`config.mk`:
```
export PLATFORM = sky130hd
export DESIGN_NAME = clint_access_master
export DESIGN_NICKNAME = d
export VERILOG_FILES = /design/src/rtl/clint_access_master_pkg.sv /design/src/rtl/clint_access_master.sv
export SDC_FILE = /design/constraint.sdc
export NUM_CORES = 1
export LEC_CHECK = 0
export CAP_MARGIN = 15
export CORE_UTILIZATION = 54
export DETAILED_ROUTE_END_ITERATION = 10
export GPL_ROUTABILITY_DRIVEN = 0
export PLACE_DENSITY = 0.85
export SYNTH_ARGS = -nofsm -noshare
export SYNTH_HDL_FRONTEND = slang
export SYNTH_SLANG_ARGS = --single-unit
export TNS_END_PERCENT = 50
```
`constraint.sdc`:
```
create_clock -name clk -period 3.7 [get_ports clk]
set_input_delay 1.11 -clock clk [delete_from_list [all_inputs] [get_ports clk]]
set_output_delay 1.11 -clock clk [all_outputs]
set_load 0.02 [all_outputs]
```
`src/rtl/clint_access_master_pkg.sv`:
```
// CLINT memory map, MMIO address type and timer-access command codes
// shared by the access master and its users.
package clint_access_master_pkg;

    typedef logic [31:0] Addr;

    localparam Addr CLINT_BASE      = 32'h0200_0000;
    localparam Addr CLINT_MTIMECMP  = CLINT_BASE + 32'h0000_4000;
    localparam Addr CLINT_MTIMECMPH = CLINT_BASE + 32'h0000_4004;
    localparam Addr CLINT_MTIME     = CLINT_BASE + 32'h0000_BFF8;
    localparam Addr CLINT_MTIMEH    = CLINT_BASE + 32'h0000_BFFC;

    typedef enum logic [1:0] {
        RD_MTIME    = 2'd0,
        RD_MTIMECMP = 2'd1,
        WR_MTIMECMP = 2'd2,
        OP_RSVD     = 2'd3
    } ClintOp;

    typedef struct packed {
        Addr         addr;
        logic        wen;
        logic [31:0] wdata;
    } MmioReq;

    // Reads go H,L,H; writes park the low word at all-ones before touching H.
    function automatic MmioReq access_for(input ClintOp op, input logic [1:0] step,
                                          input logic [63:0] wdata);
        MmioReq r;
        Addr    lo_a;
        Addr    hi_a;
        r    = '0;
        lo_a = (op == RD_MTIMECMP) ? CLINT_MTIMECMP  : CLINT_MTIME;
        hi_a = (op == RD_MTIMECMP) ? CLINT_MTIMECMPH : CLINT_MTIMEH;
        if (op == WR_MTIMECMP) begin
            r.wen = 1'b1;
            case (step)
                2'd0: begin
                    r.addr  = CLINT_MTIMECMP;
                    r.wdata = '1;
                end
                2'd1: begin
                    r.addr  = CLINT_MTIMECMPH;
                    r.wdata = wdata[63:32];
                end
                default: begin
                    r.addr  = CLINT_MTIMECMP;
                    r.wdata = wdata[31:0];
                end
            endcase
        end else begin
            r.addr = (step == 2'd1) ? lo_a : hi_a;
        end
        return r;
    endfunction

endpackage

```
`src/rtl/clint_access_master.sv`:
```
// Sequences one 64-bit CLINT timer command into tear-free 32-bit MMIO
// accesses (hi-lo-hi read with retry, safe-order mtimecmp write).
module clint_access_master
    import clint_access_master_pkg::*;
#(
    parameter int MAX_RETRY = 4
) (
    input  logic        clk,
    input  logic        rst_n,
    input  logic        cmd_valid,
    output logic        cmd_ready,
    input  logic [1:0]  cmd_op,
    input  logic [63:0] cmd_wdata,
    output logic        done_valid,
    output logic [63:0] done_rdata,
    output logic        done_err,
    output logic        req_valid,
    input  logic        req_ready,
    output logic [31:0] req_addr,
    output logic        req_wen,
    output logic [31:0] req_wdata,
    input  logic        resp_valid,
    input  logic [31:0] resp_rdata
);

    localparam logic [1:0] S_IDLE  = 2'd0;
    localparam logic [1:0] S_ISSUE = 2'd1;
    localparam logic [1:0] S_WAIT  = 2'd2;
    localparam logic [1:0] S_DONE  = 2'd3;

    localparam int RW = (MAX_RETRY > 0) ? $clog2(MAX_RETRY + 1) : 1;
    localparam logic [RW-1:0] RETRY_LIMIT = RW'(MAX_RETRY);

    logic [1:0]    r_state;
    logic [1:0]    r_step;
    ClintOp        r_op;
    logic [63:0]   r_wdata;
    logic [31:0]   r_hi1;
    logic [31:0]   r_lo;
    logic [RW-1:0] r_retry;
    MmioReq        r_req;
    logic [63:0]   r_done_rdata;
    logic          r_done_err;

    ClintOp        w_cmd_op;
    logic [1:0]    w_next_step;
    MmioReq        w_next_req;

    assign w_cmd_op = ClintOp'(cmd_op);

    // Step 2 only loops back (to step 1) on a read retry; a write finishes there.
    always_comb begin
        w_next_step = (r_step == 2'd2) ? 2'd1 : r_step + 2'd1;
        if (r_state == S_IDLE) begin
            w_next_req = access_for(w_cmd_op, 2'd0, cmd_wdata);
        end else begin
            w_next_req = access_for(r_op, w_next_step, r_wdata);
        end
    end

    always_ff @(posedge clk or negedge rst_n) begin
        if (!rst_n) begin
            r_state      <= S_IDLE;
            r_step       <= '0;
            r_op         <= RD_MTIME;
            r_wdata      <= '0;
            r_hi1        <= '0;
            r_lo         <= '0;
            r_retry      <= '0;
            r_req        <= '0;
            r_done_rdata <= '0;
            r_done_err   <= 1'b0;
        end else begin
            case (r_state)
                S_IDLE: begin
                    if (cmd_valid) begin
                        r_op    <= w_cmd_op;
                        r_wdata <= cmd_wdata;
                        r_retry <= '0;
                        r_step  <= '0;
                        if (w_cmd_op == OP_RSVD) begin
                            r_state      <= S_DONE;
                            r_done_rdata <= '0;
                            r_done_err   <= 1'b1;
                        end else begin
                            r_state <= S_ISSUE;
                            r_req   <= w_next_req;
                        end
                    end
                end
                S_ISSUE: begin
                    if (req_ready) begin
                        r_state <= S_WAIT;
                    end
                end
                S_WAIT: begin
                    if (resp_valid) begin
                        if (r_op == WR_MTIMECMP) begin
                            if (r_step == 2'd2) begin
                                r_state      <= S_DONE;
                                r_done_rdata <= '0;
                                r_done_err   <= 1'b0;
                            end else begin
                                r_state <= S_ISSUE;
                                r_step  <= w_next_step;
                                r_req   <= w_next_req;
                            end
                        end else begin
                            case (r_step)
                                2'd0: begin
                                    r_hi1   <= resp_rdata;
                                    r_state <= S_ISSUE;
                                    r_step  <= w_next_step;
                                    r_req   <= w_next_req;
                                end
                                2'd1: begin
                                    r_lo    <= resp_rdata;
                                    r_state <= S_ISSUE;
                                    r_step  <= w_next_step;
                                    r_req   <= w_next_req;
                                end
                                default: begin
                                    if (resp_rdata == r_hi1) begin
                                        r_state      <= S_DONE;
                                        r_done_rdata <= {r_hi1, r_lo};
                                        r_done_err   <= 1'b0;
                                    end else if (r_retry == RETRY_LIMIT) begin
                                        r_state      <= S_DONE;
                                        r_done_rdata <= {resp_rdata, r_lo};
                                        r_done_err   <= 1'b1;
                                    end else begin
                                        r_hi1   <= resp_rdata;
                                        r_retry <= r_retry + 1'b1;
                                        r_state <= S_ISSUE;
                                        r_step  <= w_next_step;
                                        r_req   <= w_next_req;
                                    end
                                end
                            endcase
                        end
                    end
                end
                default: begin
                    r_state <= S_IDLE;
                end
            endcase
        end
    end

    assign cmd_ready  = (r_state == S_IDLE);
    assign req_valid  = (r_state == S_ISSUE);
    assign done_valid = (r_state == S_DONE);
    assign req_addr   = r_req.addr;
    assign req_wen    = r_req.wen;
    assign req_wdata  = r_req.wdata;
    assign done_rdata = r_done_rdata;
    assign done_err   = r_done_err;

endmodule

```
==> impl_results.md <==
* WHS at between 0.4 and 0.5 ns
* HP Start: r_wdata[4]$_DFFE_PN0P_
* Lkg Pwr at approximately 6.0 nW
* Synth top area cells: dfrtp_1 59%, nand2_1 7.6%, a22o_1 5.5%, mux2_4 4.4%, mux2_2 4.0%
* Routed vias/inst at 5.78
* CTS resizes at 0
* Vias at roughly 7500
* Syn_area_per_cell at 12.0 um^2
* I/O pin count at ~240
* Nets at between 1000 and 1500
* Flop2flop setup slack at about 0.84 ns
* Max FO, Critical Path at 13
* Max Clk Rate at about 310 MHz
* Hold crit path type: reg -> reg
* Longest Clk Path Bufs at 3
* CP Buf/Inv Count at 1
* Initial antenna violation count at 0
* Number of synthesized flops with an enable pin at 0
* Worst vdd ir at between 0.4 and 0.5 mV
* CP top delay family: buffers and inverters
* Worst setup margin at roughly 0.5 ns
* Final Setup Violations at 0
* Slowest CP cell: clkdlybuf4s50_1
* Minimum clock period at around 3.2 ns
* Setup TNS at 0 ns
* Top_reg_cell synth: dfrtp_1
* Row count at 49
* Post-synthesis register bit count at ~240
* Final core occ at 0.730
* Hold Crit Depth at 2
* Die width at 139 um
* DRC errors left at 0
* Synth warnings at 0
* Layout cells sized above 1 at 0.139
* Total grt overflow at 0
* DRT antenna net count at 0
* Largest net degree at the start of global routing at between 90 and 100
* Drt pass-1 iters at 5
* Crit-path cells: nor2_4, clkdlybuf4s50_1
* Slew @ Worst Pin at 0.784 ns
* Slew margin rel. at 0.476
* Final hold violation count at 0
* Post-CTS Setup Inserts at 0
* Clock Tree Root: clkbuf_16
* Post-DR wirelength/cell at 19.9 um
* # diodes at 0
* Dpl ws at around 0.17 ns
* Data arrival time of the worst path at between 2 and 2.5 ns
* DRT Wirelength at roughly 26000 um
* WS Path Type: reg -> out
* Post-DP HPWL at approximately 16000 um
* Area share of the largest cell type after synthesis at 0.587
* CP required at around 2.6 ns
* Mapped Area at slightly above 0.01 mm^2
* Reg clk slew, reported paths at approximately 0.060 ns
* Final period util at 0.866
* Clk_lat worst skew at 0.52 ns
* Layout Area Growth over Synthesis at 30.4%
* CTS tree: yes
* Initial core utilization at 0.560
* Mapped Cells at approximately 850
* Multi-input logic area at between 0.003 and 0.004 mm^2
* Synth area leader: dfrtp_1
* Fillers at about 1200
* Num CTS Buffers at 25
* Final count of pins violating max slew at 0
* Number of global-route vias before repair at 7607
* Worst Hold Endpoint: r_wdata[4]$_DFFE_PN0P_
* Post-Route Skew at between 0.007 and 0.008 ns
* Worst r2r src: r_state[1]$_DFFE_PN0P_
* Core area at roughly 0.018 mm^2
* RSZ-0062 raised after global routing: no
* Hold-fix buffers at CTS at 0
* GRT Resource Usage Total at 0.270
* DIE AREA at about 0.019 mm^2
* H-tree depth at 1
* Status: complete, no violations
* CTS Sinks at approximately 240
* R2R cell count at 7
* Synth async-reset ratio at 1.00
* Pwr dens at about 770 mW/mm^2
* Register area share after synthesis at 0.587
* Setup crit end kind: primary output
* DRT iter0 DRCs at around 470
* Reg2Reg Capture Point: req_wdata[12]$_DFFE_PN0P_
* Max-cap check violation count at 0
* Register area at approximately 0.006 mm^2
* Synth cell types at 48
* Startpoint Class: flip-flop
* CP max stage delay at 0.70 ns
* First-pass GRT wire length at 41500 um
* Number of I/O port buffers at 218
* Die H at ~140 um
report_power, final:
group	total, mW	internal, mW	switching [mW]
Clock	2.42	1.43	0.994
Sequential	4.15	3.53	0.623
Combinational	3.67	1.77	1.90
cell usage in the layout (no fill, tap or decap), types with 3 or more instances in the layout:
cell type,Yosys,layout
mux2_4,30,30
nor2_1,6,6
nand3_1,8,8
ha_1,5,5
clkinv_2,0,3
a2bb2oi_1,32,32
mux2_2,36,36
conb_1,1,17
clkbuf_16,0,25
dfrtp_1,239,239
o21ai_0,3,3
clkdlybuf4s50_1,0,217
nand2b_1,3,3
o221ai_1,33,33
a22o_1,64,64
o31ai_1,3,3
buf_4,29,29
inv_1,8,8
o211ai_1,5,5
a21oi_1,4,4
nand2_1,207,206
xnor2_1,32,32
nand4_1,9,9
clkbuf_8,0,6
clkbuf_1,27,6
and2_1,4,3
mux2i_1,4,4
synthesized netlist by cell type (all sizes together) (2+ instances only):
master	instances
a21oi	5
a22o	64
a2bb2oi	32
and2	5
buf	57
clkbuf	27
dfrtp	239
ha	5
inv	8
mux2	66
mux2i	4
nand2	207
nand2b	3
nand3	8
nand4	9
nor2	7
nor2b	3
nor3	2
nor3b	2
nor4	2
o211ai	5
o21a	2
o21ai	5
o221ai	33
o31ai	3
or4	2
xnor2	32
worst min-delay path, cell delays in order, from the launching register on:
cell	delay [ns]
dfrtp_1	0.34
nand2_1	0.05
nand2_1	0.06
metrics by stage:
stage / power, mW / instance area, um^2 / cells
after floorplan: 6.51 / 10300 / 865
after global placement: 7.63 / 12500 / 1259
after detailed placement: 7.78 / 12500 / 1259
after CTS: 10.3 / 13300 / 1302
after global routing: 10.7 / 13300 / 1302
final: 10.2 / 13300 / 1302
worst max-delay path by stage:
stage,start,to,cells after the start
after floorplan,resp_rdata[11],r_hi1[10]$_DFFE_PN0P_,7
final,r_state[1]$_DFFE_PN0P_,cmd_ready,2
after CTS,r_state[1]$_DFFE_PN0P_,cmd_ready,2
after global routing,r_state[1]$_DFFE_PN0P_,cmd_ready,2
after detailed placement,resp_rdata[14],r_hi1[27]$_DFFE_PN0P_,8
after global placement,resp_rdata[10],r_hi1[27]$_DFFE_PN0P_,8
cell families (layout without fill, tap and decap cells):
logic type / after synthesis / after routing / synth area share
AND/OR/NAND/NOR: 252 / 252 / 0.104
flip-flops: 239 / 239 / 0.587
AO/OA/AOI/OAI: 157 / 157 / 0.134
buffers and inverters: 92 / 300 / 0.0531
multiplexers: 70 / 70 / 0.0879
XOR/XNOR: 33 / 33 / 0.0284
adder cells (fa/ha/maj): 5 / 5 / 0.00614
other: 1 / 17 / 0.000368
sequential cells by signal, summed over array words and instances (netlist names), 3 cells and up:
name and cells:
r_retry 3, done_rdata 64, r_wdata 64, r_lo 32
r_hi1 32, req_wdata 32, req_addr 4
routing by layer:
layer / vias to the layer above / GRT usage / wire length [um]
met1: 3776 / 0.377 / 10900
met2: 364 / 0.436 / 12300
met3: 48 / 0.0447 / 1970
li1: 3344 / - / -
met5: - / 0 / 0
met4: 0 / 0.0801 / 675
cell type report:
class,count,area share
multi-input combinational,534,0.282
timing repair buffer,249,0.184
tap,229,0.0216
clock inverter,6,0.00471
clock buffer,37,0.0550
inverter,8,0.00226
sequential,239,0.450
No activity file was read; power rests on OpenSTA's default activity.
